==> src/rtl/freq_meter_pkg.sv <==
// Shared definitions for the frequency meter: gate FSM states, BCD constants,
// and the default system clock rate (also used by the display refresh timer).
package freq_meter_pkg;

  localparam int unsigned DEFAULT_CLK_HZ = 32'd50_000_000;

  localparam logic [3:0] BCD_NINE = 4'd9;

  typedef enum logic [1:0] {
    ST_GATE  = 2'd0,
    ST_LATCH = 2'd1,
    ST_CLEAR = 2'd2
  } gate_state_e;

  // Next value of one decimal digit: 9 wraps to 0, anything else counts up.
  function automatic logic [3:0] bcd_next(input logic [3:0] d);
    return (d == BCD_NINE) ? 4'd0 : (d + 4'd1);
  endfunction

endpackage

==> src/rtl/bcd_digit.sv <==
// One decimal digit of the cascaded BCD accumulator. carry is combinational
// so a whole chain of digits ripples within a single clock cycle.
module bcd_digit
  import freq_meter_pkg::*;
(
  input  logic       clk,
  input  logic       rst,
  input  logic       clr,
  input  logic       inc,
  output logic [3:0] q,
  output logic       carry
);

  logic [3:0] q_r;

  assign q     = q_r;
  assign carry = inc & (q_r == BCD_NINE);

  // Digit register: reset/clear to zero, otherwise count on inc.
  always_ff @(posedge clk) begin
    if (rst) begin
      q_r <= 4'd0;
    end else if (clr) begin
      q_r <= 4'd0;
    end else if (inc) begin
      q_r <= bcd_next(q_r);
    end else begin
      q_r <= q_r;
    end
  end

endmodule

==> src/rtl/freq_gate_counter.sv <==
// Gate-window edge counter for the frequency meter. Counts rising edges of
// sigdin over GATE_CYCLES clocks, then publishes a packed BCD result with a
// one-cycle valid strobe, overflow flag and range tag.
// Optional feature macro FREQ_GATE_HOLD_EN adds a 'hold' input that freezes
// the published result (windows are discarded while it is high at LATCH).
module freq_gate_counter
  import freq_meter_pkg::*;
#(
  parameter int unsigned CLK_HZ      = DEFAULT_CLK_HZ,
  parameter int unsigned GATE_CYCLES = CLK_HZ,
  parameter int unsigned DIGITS      = 4
) (
  input  logic                  clk,
  input  logic                  rst,
  input  logic                  sigdin,
  input  logic                  SW2,
`ifdef FREQ_GATE_HOLD_EN
  input  logic                  hold,
`endif
  output logic [4*DIGITS-1:0]   bcd,
  output logic                  valid,
  output logic                  ovf,
  output logic                  range_x10
);

  localparam int unsigned CW = (GATE_CYCLES > 1) ? $clog2(GATE_CYCLES) : 1;
  localparam logic [CW-1:0] GATE_LAST = CW'(GATE_CYCLES - 1);
  localparam logic [4*DIGITS-1:0] ALL_NINES = {DIGITS{BCD_NINE}};

  logic                 s1_r, s2_r, s3_r;
  logic                 edge_s;
  gate_state_e          state_r, state_nxt_s;
  logic [CW-1:0]        gate_cnt_r;
  logic                 range_start_r;
  logic                 ovf_sticky_r;
  logic [4*DIGITS-1:0]  acc_s;
  logic [DIGITS-1:0]    inc_s;
  logic [DIGITS-1:0]    carry_s;
  logic                 clr_s;
  logic                 hold_s;
  logic                 publish_s;

`ifdef FREQ_GATE_HOLD_EN
  assign hold_s = hold;
`else
  assign hold_s = 1'b0;
`endif

  assign edge_s    = s2_r & ~s3_r;
  assign clr_s     = (state_r == ST_CLEAR);
  // Once saturated the chain stops counting; the published value is forced
  // to all nines, so the rolled-over digits are never visible.
  assign inc_s[0]  = (state_r == ST_GATE) & edge_s & ~ovf_sticky_r;
  assign publish_s = (state_r == ST_LATCH) & (SW2 == range_start_r) & ~hold_s;

  genvar g;
  generate
    for (g = 0; g < DIGITS; g++) begin : g_digit
      bcd_digit u_digit (
        .clk   (clk),
        .rst   (rst),
        .clr   (clr_s),
        .inc   (inc_s[g]),
        .q     (acc_s[4*g +: 4]),
        .carry (carry_s[g])
      );
    end
    for (g = 1; g < DIGITS; g++) begin : g_chain
      assign inc_s[g] = carry_s[g-1];
    end
  endgenerate

  // Two-flop synchronizer plus a delay flop for rising-edge detection.
  always_ff @(posedge clk) begin
    if (rst) begin
      s1_r <= 1'b0;
      s2_r <= 1'b0;
      s3_r <= 1'b0;
    end else begin
      s1_r <= sigdin;
      s2_r <= s1_r;
      s3_r <= s2_r;
    end
  end

  // Gate FSM state register.
  always_ff @(posedge clk) begin
    if (rst) begin
      state_r <= ST_GATE;
    end else begin
      state_r <= state_nxt_s;
    end
  end

  // Gate FSM next-state logic.
  always_comb begin
    state_nxt_s = state_r;
    case (state_r)
      ST_GATE: begin
        if (gate_cnt_r == GATE_LAST) begin
          state_nxt_s = ST_LATCH;
        end else begin
          state_nxt_s = ST_GATE;
        end
      end
      ST_LATCH: state_nxt_s = ST_CLEAR;
      ST_CLEAR: state_nxt_s = ST_GATE;
      default:  state_nxt_s = ST_GATE;
    endcase
  end

  // Gate counter and range sample taken on the first gate cycle.
  always_ff @(posedge clk) begin
    if (rst) begin
      gate_cnt_r    <= '0;
      range_start_r <= 1'b0;
    end else begin
      case (state_r)
        ST_GATE: begin
          if (gate_cnt_r != GATE_LAST) begin
            gate_cnt_r <= gate_cnt_r + CW'(1);
          end
          if (gate_cnt_r == '0) begin
            range_start_r <= SW2;
          end
        end
        ST_CLEAR: gate_cnt_r <= '0;
        default:  gate_cnt_r <= gate_cnt_r;
      endcase
    end
  end

  // Sticky overflow: set by a carry out of the top digit, cleared per window.
  always_ff @(posedge clk) begin
    if (rst) begin
      ovf_sticky_r <= 1'b0;
    end else if (clr_s) begin
      ovf_sticky_r <= 1'b0;
    end else if (carry_s[DIGITS-1]) begin
      ovf_sticky_r <= 1'b1;
    end else begin
      ovf_sticky_r <= ovf_sticky_r;
    end
  end

  // Published result registers; valid strobes during the following CLEAR.
  always_ff @(posedge clk) begin
    if (rst) begin
      bcd       <= '0;
      valid     <= 1'b0;
      ovf       <= 1'b0;
      range_x10 <= 1'b0;
    end else begin
      valid <= publish_s;
      if (publish_s) begin
        bcd       <= ovf_sticky_r ? ALL_NINES : acc_s;
        ovf       <= ovf_sticky_r;
        range_x10 <= range_start_r;
      end
    end
  end

endmodule
==> config.mk <==
export PLATFORM = sky130hd
export DESIGN_NAME = freq_gate_counter
export DESIGN_NICKNAME = d
export VERILOG_FILES = /design/src/rtl/freq_meter_pkg.sv /design/src/rtl/bcd_digit.sv /design/src/rtl/freq_gate_counter.sv
export SDC_FILE = /design/constraint.sdc
export NUM_CORES = 1
export LEC_CHECK = 0
export ABC_AREA = 1
export ABC_CLOCK_PERIOD_IN_PS = 2100
export CORE_UTILIZATION = 59
export CTS_CLUSTER_SIZE = 14
export DETAILED_ROUTE_END_ITERATION = 8
export PLACE_DENSITY = 0.81
export REMOVE_ABC_BUFFERS = 1
export SYNTH_ARGS = -nofsm -noshare
export SYNTH_HDL_FRONTEND = slang
export SYNTH_SLANG_ARGS = --single-unit
==> constraint.sdc <==
create_clock -name clk -period 2.1 [get_ports clk]
set_input_delay 0.42 -clock clk [delete_from_list [all_inputs] [get_ports clk]]
set_output_delay 0.42 -clock clk [all_outputs]
set_load 0.005 [all_outputs]
==> impl_metrics.toml, run 1 <==
[sta]
post-route-period-util_pct = 88.9
period_minus_slack_ns = 1.87
worst_slew_pin_slew_ns = 0.511
max_slew_margin_pct = 65.9
setup_viol_count_final = 0
grt_setup_unrepaired = "false"
hold_viol = 0
setup_tns_ns = 0
clock.fmax_ghz = 0.536
finClkSkew_ns = 0.00764
drv_slew = 0

[synth]
yosysWarnings = 0
netlist-cell-type-count = 30
avgSynthCellArea_um2 = 6.52
async_flop_share_pct = 0
synth_cells = 542
synth_edf_count = 0
syn-cell-area_um2 = 3540
synth_seq_cells = 68
synthFlopType = "dfxtp_1"
seq_area_frac_synth_pct = 38.5

[power_and_ir_drop]
power_leakage_uw = 0.00146
vdd_drop_max_mv = 0.569
power_density_nw_per_um2 = 637
total_power_uw = 2590

[placement]
dp_cells = 632
portBuffers = 22
dp_hpwl_mm = 6.58
gp_congestion = 0.991

[floorplan]
die_y_um = 79.4
core_um2 = 5640
die_area_um2 = 6310
num_io_pins = 23
std_cell_rows = 27
die-width_um = 79.4
start_util_pct = 62.7

[critical_path]
crit_arrival_ns = 2.14
endpoint_kind = "register"
critPathMaxFanout = 10
crit_path_start_kind = "register"
critPathRequiredTime_ns = 2.38
criticalPathCategory = "register to register"

[global_route]
grt_pass1_vias = 3168
antenna_found_initial = 0
grt.total_usage_pct = 30.8
grt_pass1_wl_mm = 14.8
gr-total-overflow = 0
grt_max_degree = 20

[clock_tree]
postCtsSetupBuffers = 0
cts_tree = "done"
cts.sinks = 68
cts_root_buffer = "clkbuf_8"
clkLatencyLatePin_ns = 0.35
cts_hold_buffers = 0
cts_buffers = 9
cts_resized = 0
clock_path_buffers = 2
cts.clk_slew.worst_paths_ns = 0.08
cts_max_level = 3

[routing]
drtIter0Drc = 253
ant_nets = 0
routed_wl_mm = 9.09
routed-via-count = 3617
drc = 0
routed_via_density = 5.58
first_pass_iters = 5
wl_per_cell_um = 14.0

[finish]
layout.nets = 578
layout.cells.non_filler = 648
antenna-diode-count = 0
drive_gt1_share_pct = 9.20
syn2layout_area_growth_pct = 14.9

[job]
max_cap_violations = 0

[hold_path]
holdCritPathClass = "register to register"

[outcome]
status = "finished, final reports clean"
-- cell usage after synthesis, types with 3 or more instances --
master,instances,area (um^2)
nor2_4,4,45.0
clkbuf_1,6,22.5
nor2_1,77,289
nor3_1,16,80.1
o21ai_0,23,115
ha_1,3,37.5
inv_1,60,225
inv_2,3,11.3
xor2_1,3,26.3
a21oi_1,42,210
buf_2,4,20.0
nand2_1,143,537
nand4_1,11,68.8
nor2_2,10,62.6
nand2_2,5,31.3
o21bai_1,3,22.5
dfxtp_1,68,1360
nand3_2,3,30.0
nand3_1,45,225
-- where the power goes --
part | total [uW] | leakage (uW) | switching, uW | internal, uW
combinational | 78.6 | 0.000808 | 51.4 | 27.1
sequential | 1310 | 0.000549 | 10.6 | 1300
clock | 1200 | 0.000102 | 531 | 669
total | 2590 | 0.00146 | 593 | 1990
-- layout by cell type (no fill, tap or decap), drive strengths merged --
cell type      synthesis  routed
o21bai                 3       3
bufinv                 0       2
xnor2                  1       1
clkdlybuf4s50          0      22
o21ai                 24      24
dfxtp                 68      68
clkinvlp               0       2
xor2                   3       3
nand2                149     149
nor4                   2       2
buf                    7       9
o21a                   1       1
nor2                  91      91
inv                   63      63
a21oi                 43      43
nand3b                 2       2
ha                     3       3
nor3                  16      16
nand4                 12      12
clkinv                 0       2
nand3                 48      48
clkbuf                 6      10
-- area by class of cell --
class	instances	area [um^2]
clock buffer	10	128
clock inverter	6	88.8
fill	505	1580
inverter	63	236
multi-input combinational	398	1870
sequential	68	1360
tap	72	90.1
timing repair buffer	31	288
-- cell families after synthesis --
kind of cell / after synthesis / synth area share, %
AND/OR/NAND/NOR: 320 / 40.2
flip-flops: 68 / 38.5
XOR/XNOR: 4 / 0.991
adder cells (fa/ha/maj): 3 / 1.06
AO/OA/AOI/OAI: 71 / 10.5
buffers and inverters: 76 / 8.74
-- worst max-delay path, stage by stage (launching register included) --
cell and delay, ns:
dfxtp_1 0.42, ha_1 0.24, nand3_2 0.17, inv_2 0.09, nand2_1 0.08, nor2_1 0.12, nand2_2 0.09, nand2_4 0.13
buf_4 0.20, nand3_1 0.09, a21oi_1 0.16
-- worst paths after layout --
check,start,end,slack [ns],depth (start not counted)
setup / recovery,gate_cnt_r[1],gate_cnt_r[13],0.23,10
hold / removal,s1_r,s2_r,0.42,2
setup reg to reg,gate_cnt_r[1],gate_cnt_r[13],0.23,10
hold reg to reg,s1_r,s2_r,0.42,2
-- metal layers --
layer  global-route usage (%)  up-vias  wire (um)
li1                         -     1796          -
met1                     42.9     1655       4320
met4                     13.8        0        206
met3                     6.29       20        636
met2                     45.5      146       3930
met5                        0        -          0
-- sequential cells by signal, summed over array words and instances, names as in the netlist, 2 cells and up --
signal and cells:
gate_cnt_r 26, g_digit.u_digit.q 16, state_r 2, bcd 16
-- metrics by stage --
step | setup slack (ns) | cell area (um^2) | utilization, % | hold WS [ns]
finish | 0.233 | 4060 | 72.0 | 0.419
floorplan | 0.391 | 3460 | - | 0.388
global placement | 0.240 | 3840 | 68.1 | 0.399
detailed placement | 0.189 | 3840 | 68.1 | 0.399
CTS | 0.190 | 4060 | 71.9 | 0.419
global route | 0.0770 | 4060 | 72.0 | 0.434
No activity file was read; power rests on OpenSTA's default activity.
==> run 2, diff against run 1 <==
--- a/config.mk
+++ b/config.mk
@@ -11,4 +11,5 @@
 export CTS_CLUSTER_SIZE = 14
 export DETAILED_ROUTE_END_ITERATION = 8
+export GPL_TIMING_DRIVEN = 0
 export PLACE_DENSITY = 0.81
 export REMOVE_ABC_BUFFERS = 1
==> constraint.sdc (replaced) <==
create_clock -name clk -period 2.1 [get_ports clk]
set_input_delay 0.42 -clock clk [delete_from_list [all_inputs] [get_ports clk]]
set_output_delay 0.42 -clock clk [all_outputs]
set_load 0.1 [all_outputs]
==> impl_metrics.toml, run 2 (synthesized netlist as in run 1, its figures left out) <==
[sta]
grt_setup_unrepaired = "false"
drv_slew = 0
max_slew_margin_pct = 35.4
period_minus_slack_ns = 1.99
worst_slew_pin_slew_ns = 0.972
post-route-period-util_pct = 94.6
finClkSkew_ns = 0.00892
hold_viol = 0
setup_viol_count_final = 0
clock.fmax_ghz = 0.503

[clock_tree]
postCtsSetupBuffers = 0
cts_buffers = 9
cts.sinks = 68
cts_max_level = 3
cts_root_buffer = "clkbuf_8"
cts_tree = "done"
cts.clk_slew.worst_paths_ns = 0.08
clkLatencyLatePin_ns = 0.35
clock_path_buffers = 2

[placement]
portBuffers = 22
dp_hpwl_mm = 5.98
dp_cells = 623
dpl-instance-area_um2 = 3770
gp_congestion = 0.937

[routing]
drc = 0
routed_wl_mm = 8.49
wl_per_cell_um = 13.3
routed-via-count = 3541
routed_via_density = 5.54
ant_nets = 0
drtIter0Drc = 276
first_pass_iters = 4

[critical_path]
critPathRequiredTime_ns = 1.68
r2r_cells = 10
crit_path_start_kind = "register"
critPathMaxFanout = 2
r2r-end = "gate_cnt_r[13]"
crit_family = "buffers and inverters"
criticalPathCategory = "register to output port"
crit_arrival_ns = 1.57
r2r_start = "gate_cnt_r[1]"
path_buf_inv = 1
regToRegSetupSlack_ns = 0.25
crit_cells = 1
slowest_stage = "dlygate4sd2_1"
critical-path-max-stage-delay_ns = 0.87
endpoint_kind = "output port"
crit_chain = "dlygate4sd2_1"

[hold_path]
min_to = "s2_r"
hp-start = "s1_r"
holdCritPathClass = "register to register"
holdPathStages = 2

[finish]
largest_register_ffs = 26
antenna-diode-count = 0
final_cell_area_um2 = 3980
layout.nets = 569
final_cell_mix = "143 x nand2_1, 76 x nor2_1, 68 x dfxtp_1"
regMostFlops = "gate_cnt_r"
layout.cells.non_filler = 639
syn2layout_area_growth_pct = 12.6
drive_gt1_share_pct = 8.47
mostFrequentLayoutCell = "nand2_1"

[floorplan]
std_cell_rows = 27
core_um2 = 5640
start_util_pct = 62.7
die-width_um = 79.4
num_io_pins = 23
die_area_um2 = 6310
die_y_um = 79.4

[global_route]
grt.total_usage_pct = 28.6
grt_pass1_vias = 2986
gr-total-overflow = 0
antenna_found_initial = 0
grt_pass1_wl_mm = 13.8
grt_max_degree = 29

[outcome]
status = "finished, final reports clean"

[job]
max_cap_violations = 0

[power_and_ir_drop]
vdd_drop_max_mv = 0.583
power_density_nw_per_um2 = 622
power_leakage_uw = 0.00151
-- run 2: cell types whose count changed in the layout (fill, tap and decap cells not counted), moves of 2 or more --
cell	delta
inv_6	+2
dlygate4sd2_1	+19
nor2_4	+2
buf_4	-9
clkdlybuf4s50_1	-20
-- run 2: area by class of cell --
class | count | area [um^2]
well taps | 72 | 90.1
fillers | 475 | 1660
flip-flops and latches | 68 | 1360
repair buffers | 22 | 198
clock buffers | 9 | 124
clock inverters | 7 | 73.8
multi-input cells | 398 | 1900
inverters | 63 | 240
-- run 2: how the worst max path moves through the flow --
stage	from	slack, ns	end
floorplan	state_r[0]	0.39	g_digit[0].u_digit.q[1]
global placement	rst	-1.60	g_digit[0].u_digit.q[2]
detailed placement	rst	-1.66	g_digit[0].u_digit.q[2]
CTS	ovf	0.12	ovf
global route	ovf	0.06	ovf
finish	bcd[3]	0.11	bcd[3]
-- run 2: per-layer routing --
layer | vias to the layer above | track usage, % | wire length (um)
met5 | - | 0 | 0
met4 | 0 | 11.3 | 161
met3 | 16 | 5.14 | 518
met2 | 118 | 42.1 | 3710
met1 | 1625 | 41.1 | 4100
li1 | 1782 | - | -
-- run 2: worst register-to-register path, delay by kind of cell, from the launching register on --
kind	cells	cell delay (ns)
simple gates	7	0.91
compound gates	1	0.06
flops	1	0.41
buf+inv	1	0.09
fa+ha+maj	1	0.24
-- run 2: timing repair --
action / in CTS / in global routing
setup endpoints to repair: 60 / 10
hold endpoints to repair: 0 / 0
hold buffers: 0 / 0
pin swaps: 0 / 0
resized for setup: 24 / 5
-- run 2: power by group --
| part | internal [uW] | switching [uW] |
|---|---|---|
| registers | 1300 | 9.66 |
| logic | 22.6 | 51.9 |
| clock network | 554 | 540 |
| total | 1880 | 602 |
-- run 2: stage by stage --
stage               setup TNS [ns]  hold WS, ns  utilization [%]  power, uW  worst slack [ns]
floorplan                        0        0.388                -       1380             0.391
global placement            -43.78        0.395             66.9       1410             -1.60
detailed placement          -45.89        0.395             66.9       1410             -1.66
CTS                              0        0.430             70.1       2480             0.117
global route                     0        0.444             70.6       2540            0.0598
finish                           0        0.425             70.6       2480             0.113
==> run 3, diff against run 2 <==
ABC_CLOCK_PERIOD_IN_PS = 2000   (was 2100)
clock period = 2 ns   (was 2.1 ns; I/O delays follow)
==> impl_metrics.toml, run 3 (synthesized netlist as in run 1, its figures left out) <==
[hold_path]
min_to = "s2_r"
holdCritPathClass = "register to register"
hp-start = "s1_r"
holdPathStages = 2

[clock_tree]
cts_buffers = 9
cts_tree = "done"
cts.clk_slew.worst_paths_ns = 0.08
clkLatencyLatePin_ns = 0.35
cts.sinks = 68
postCtsSetupBuffers = 0
cts_root_buffer = "clkbuf_8"
clock_path_buffers = 2
cts_max_level = 3
cts_hold_buffers = 0
cts_resized = 24

[floorplan]
start_util_pct = 62.7
die_area_um2 = 6310
core_um2 = 5640
num_io_pins = 23
die_y_um = 79.4
std_cell_rows = 27
die-width_um = 79.4

[placement]
dp_hpwl_mm = 5.98
gp_congestion = 0.937
dpl-instance-area_um2 = 3770
portBuffers = 22

[power_and_ir_drop]
switching_share_pct = 24.3
p_clk_share_pct = 44.2
p_switching_uw = 633
comb_power_share_pct = 3.0
power_leakage_uw = 0.00151
p_seq_share_pct = 52.8
power_density_nw_per_um2 = 652
vdd_drop_max_mv = 0.611
internal_power_uw = 1970
total_power_uw = 2600

[critical_path]
crit_arrival_ns = 1.57
endpoint_kind = "output port"
r2r_cells = 6
crit_chain = "dlygate4sd2_1"
crit_family = "buffers and inverters"
r2r_start = "state_r[0]"
regToRegSetupSlack_ns = 0.19
path_buf_inv = 1
critPathRequiredTime_ns = 1.60
critPathMaxFanout = 2
crit_path_start_kind = "register"
slowest_stage = "dlygate4sd2_1"
critical-path-max-stage-delay_ns = 0.87
r2r-end = "ovf"
criticalPathCategory = "register to output port"

[finish]
antenna-diode-count = 0
syn2layout_area_growth_pct = 12.9
multi_input_area_um2 = 1900
drive_gt1_share_pct = 8.47
fin_util_pct = 70.8
largest_register_ffs = 26
layout.nets = 569
mostFrequentLayoutCell = "nand2_1"
seq_area_um2 = 1360
final_cell_area_um2 = 3990
n_fill_cell = 474
final_cell_mix = "143 x nand2_1, 76 x nor2_1, 68 x dfxtp_1"
regMostFlops = "gate_cnt_r"

[routing]
ant_nets = 0
routed_wl_mm = 8.46
drc = 0
wl_per_cell_um = 13.2
routed_via_density = 5.50
drtIter0Drc = 289
routed-via-count = 3516
first_pass_iters = 5

[sta]
setup_viol_count_final = 0
drv_slew = 0
whs_ns = 0.426
grt_setup_unrepaired = "false"
max_slew_margin_pct = 35.7
worst_slew_pin_slew_ns = 0.968
finClkSkew_ns = 0.0103
period_minus_slack_ns = 1.97
clock.fmax_ghz = 0.508
post-route-period-util_pct = 98.5
hold_viol = 0

[global_route]
grt_pass1_wl_mm = 13.8
grt_use_met1_pct = 41.1
grt_util_met2_pct = 42.1
gr-total-overflow = 0
grt.total_usage_pct = 28.6
grtUsageMet3_pct = 5.14
grt_pass1_vias = 2986
antenna_found_initial = 0
grt-busiest-layer = "met2"
grt_max_degree = 29

[outcome]
status = "finished, final reports clean"

[job]
max_cap_violations = 0
-- run 3: worst max path at each step --
stage	depth (start not counted)	to	slack, ns	startpoint
floorplan	4	g_digit[0].u_digit.q[1]	0.29	state_r[0]
global placement	4	g_digit[0].u_digit.q[2]	-1.68	rst
detailed placement	4	g_digit[0].u_digit.q[2]	-1.74	rst
CTS	1	ovf	0.04	ovf
global route	1	ovf	0.006	ovf
finish	1	bcd[3]	0.03	bcd[3]
-- run 3: final cells by class --
type / instances / area share [%]
Clock buffer: 9 / 3.10
Clock inverter: 7 / 1.85
Inverter: 63 / 6.02
Multi-Input combinational cell: 398 / 47.7
Sequential cell: 68 / 34.1
Tap cell: 72 / 2.26
Timing Repair Buffer: 22 / 4.98
-- run 3: power by group through the flow --
stage	combinational, uW	sequential (uW)	clock, uW
after floorplan	45.2	1400	0
after global placement	72.9	1410	0
after detailed placement	75.7	1410	0
after CTS	76.6	1370	1150
after global routing	86.3	1380	1210
final	77.6	1370	1150
-- run 3: per-layer routing --
metal | up-vias | part of all wire [%]
met5 | - | 0
met4 | 0 | 1.3
met3 | 11 | 7.1
met2 | 129 | 44
met1 | 1592 | 47
li1 | 1784 | -
-- run 3: stage by stage --
step                      instances  worst slack (ns)  setup TNS [ns]
after floorplan                 529             0.291               0
after global placement          623             -1.68          -47.80
after detailed placement        623             -1.74          -49.97
after CTS                       639            0.0374               0
after global routing            639           0.00624               0
final                           639            0.0305               0
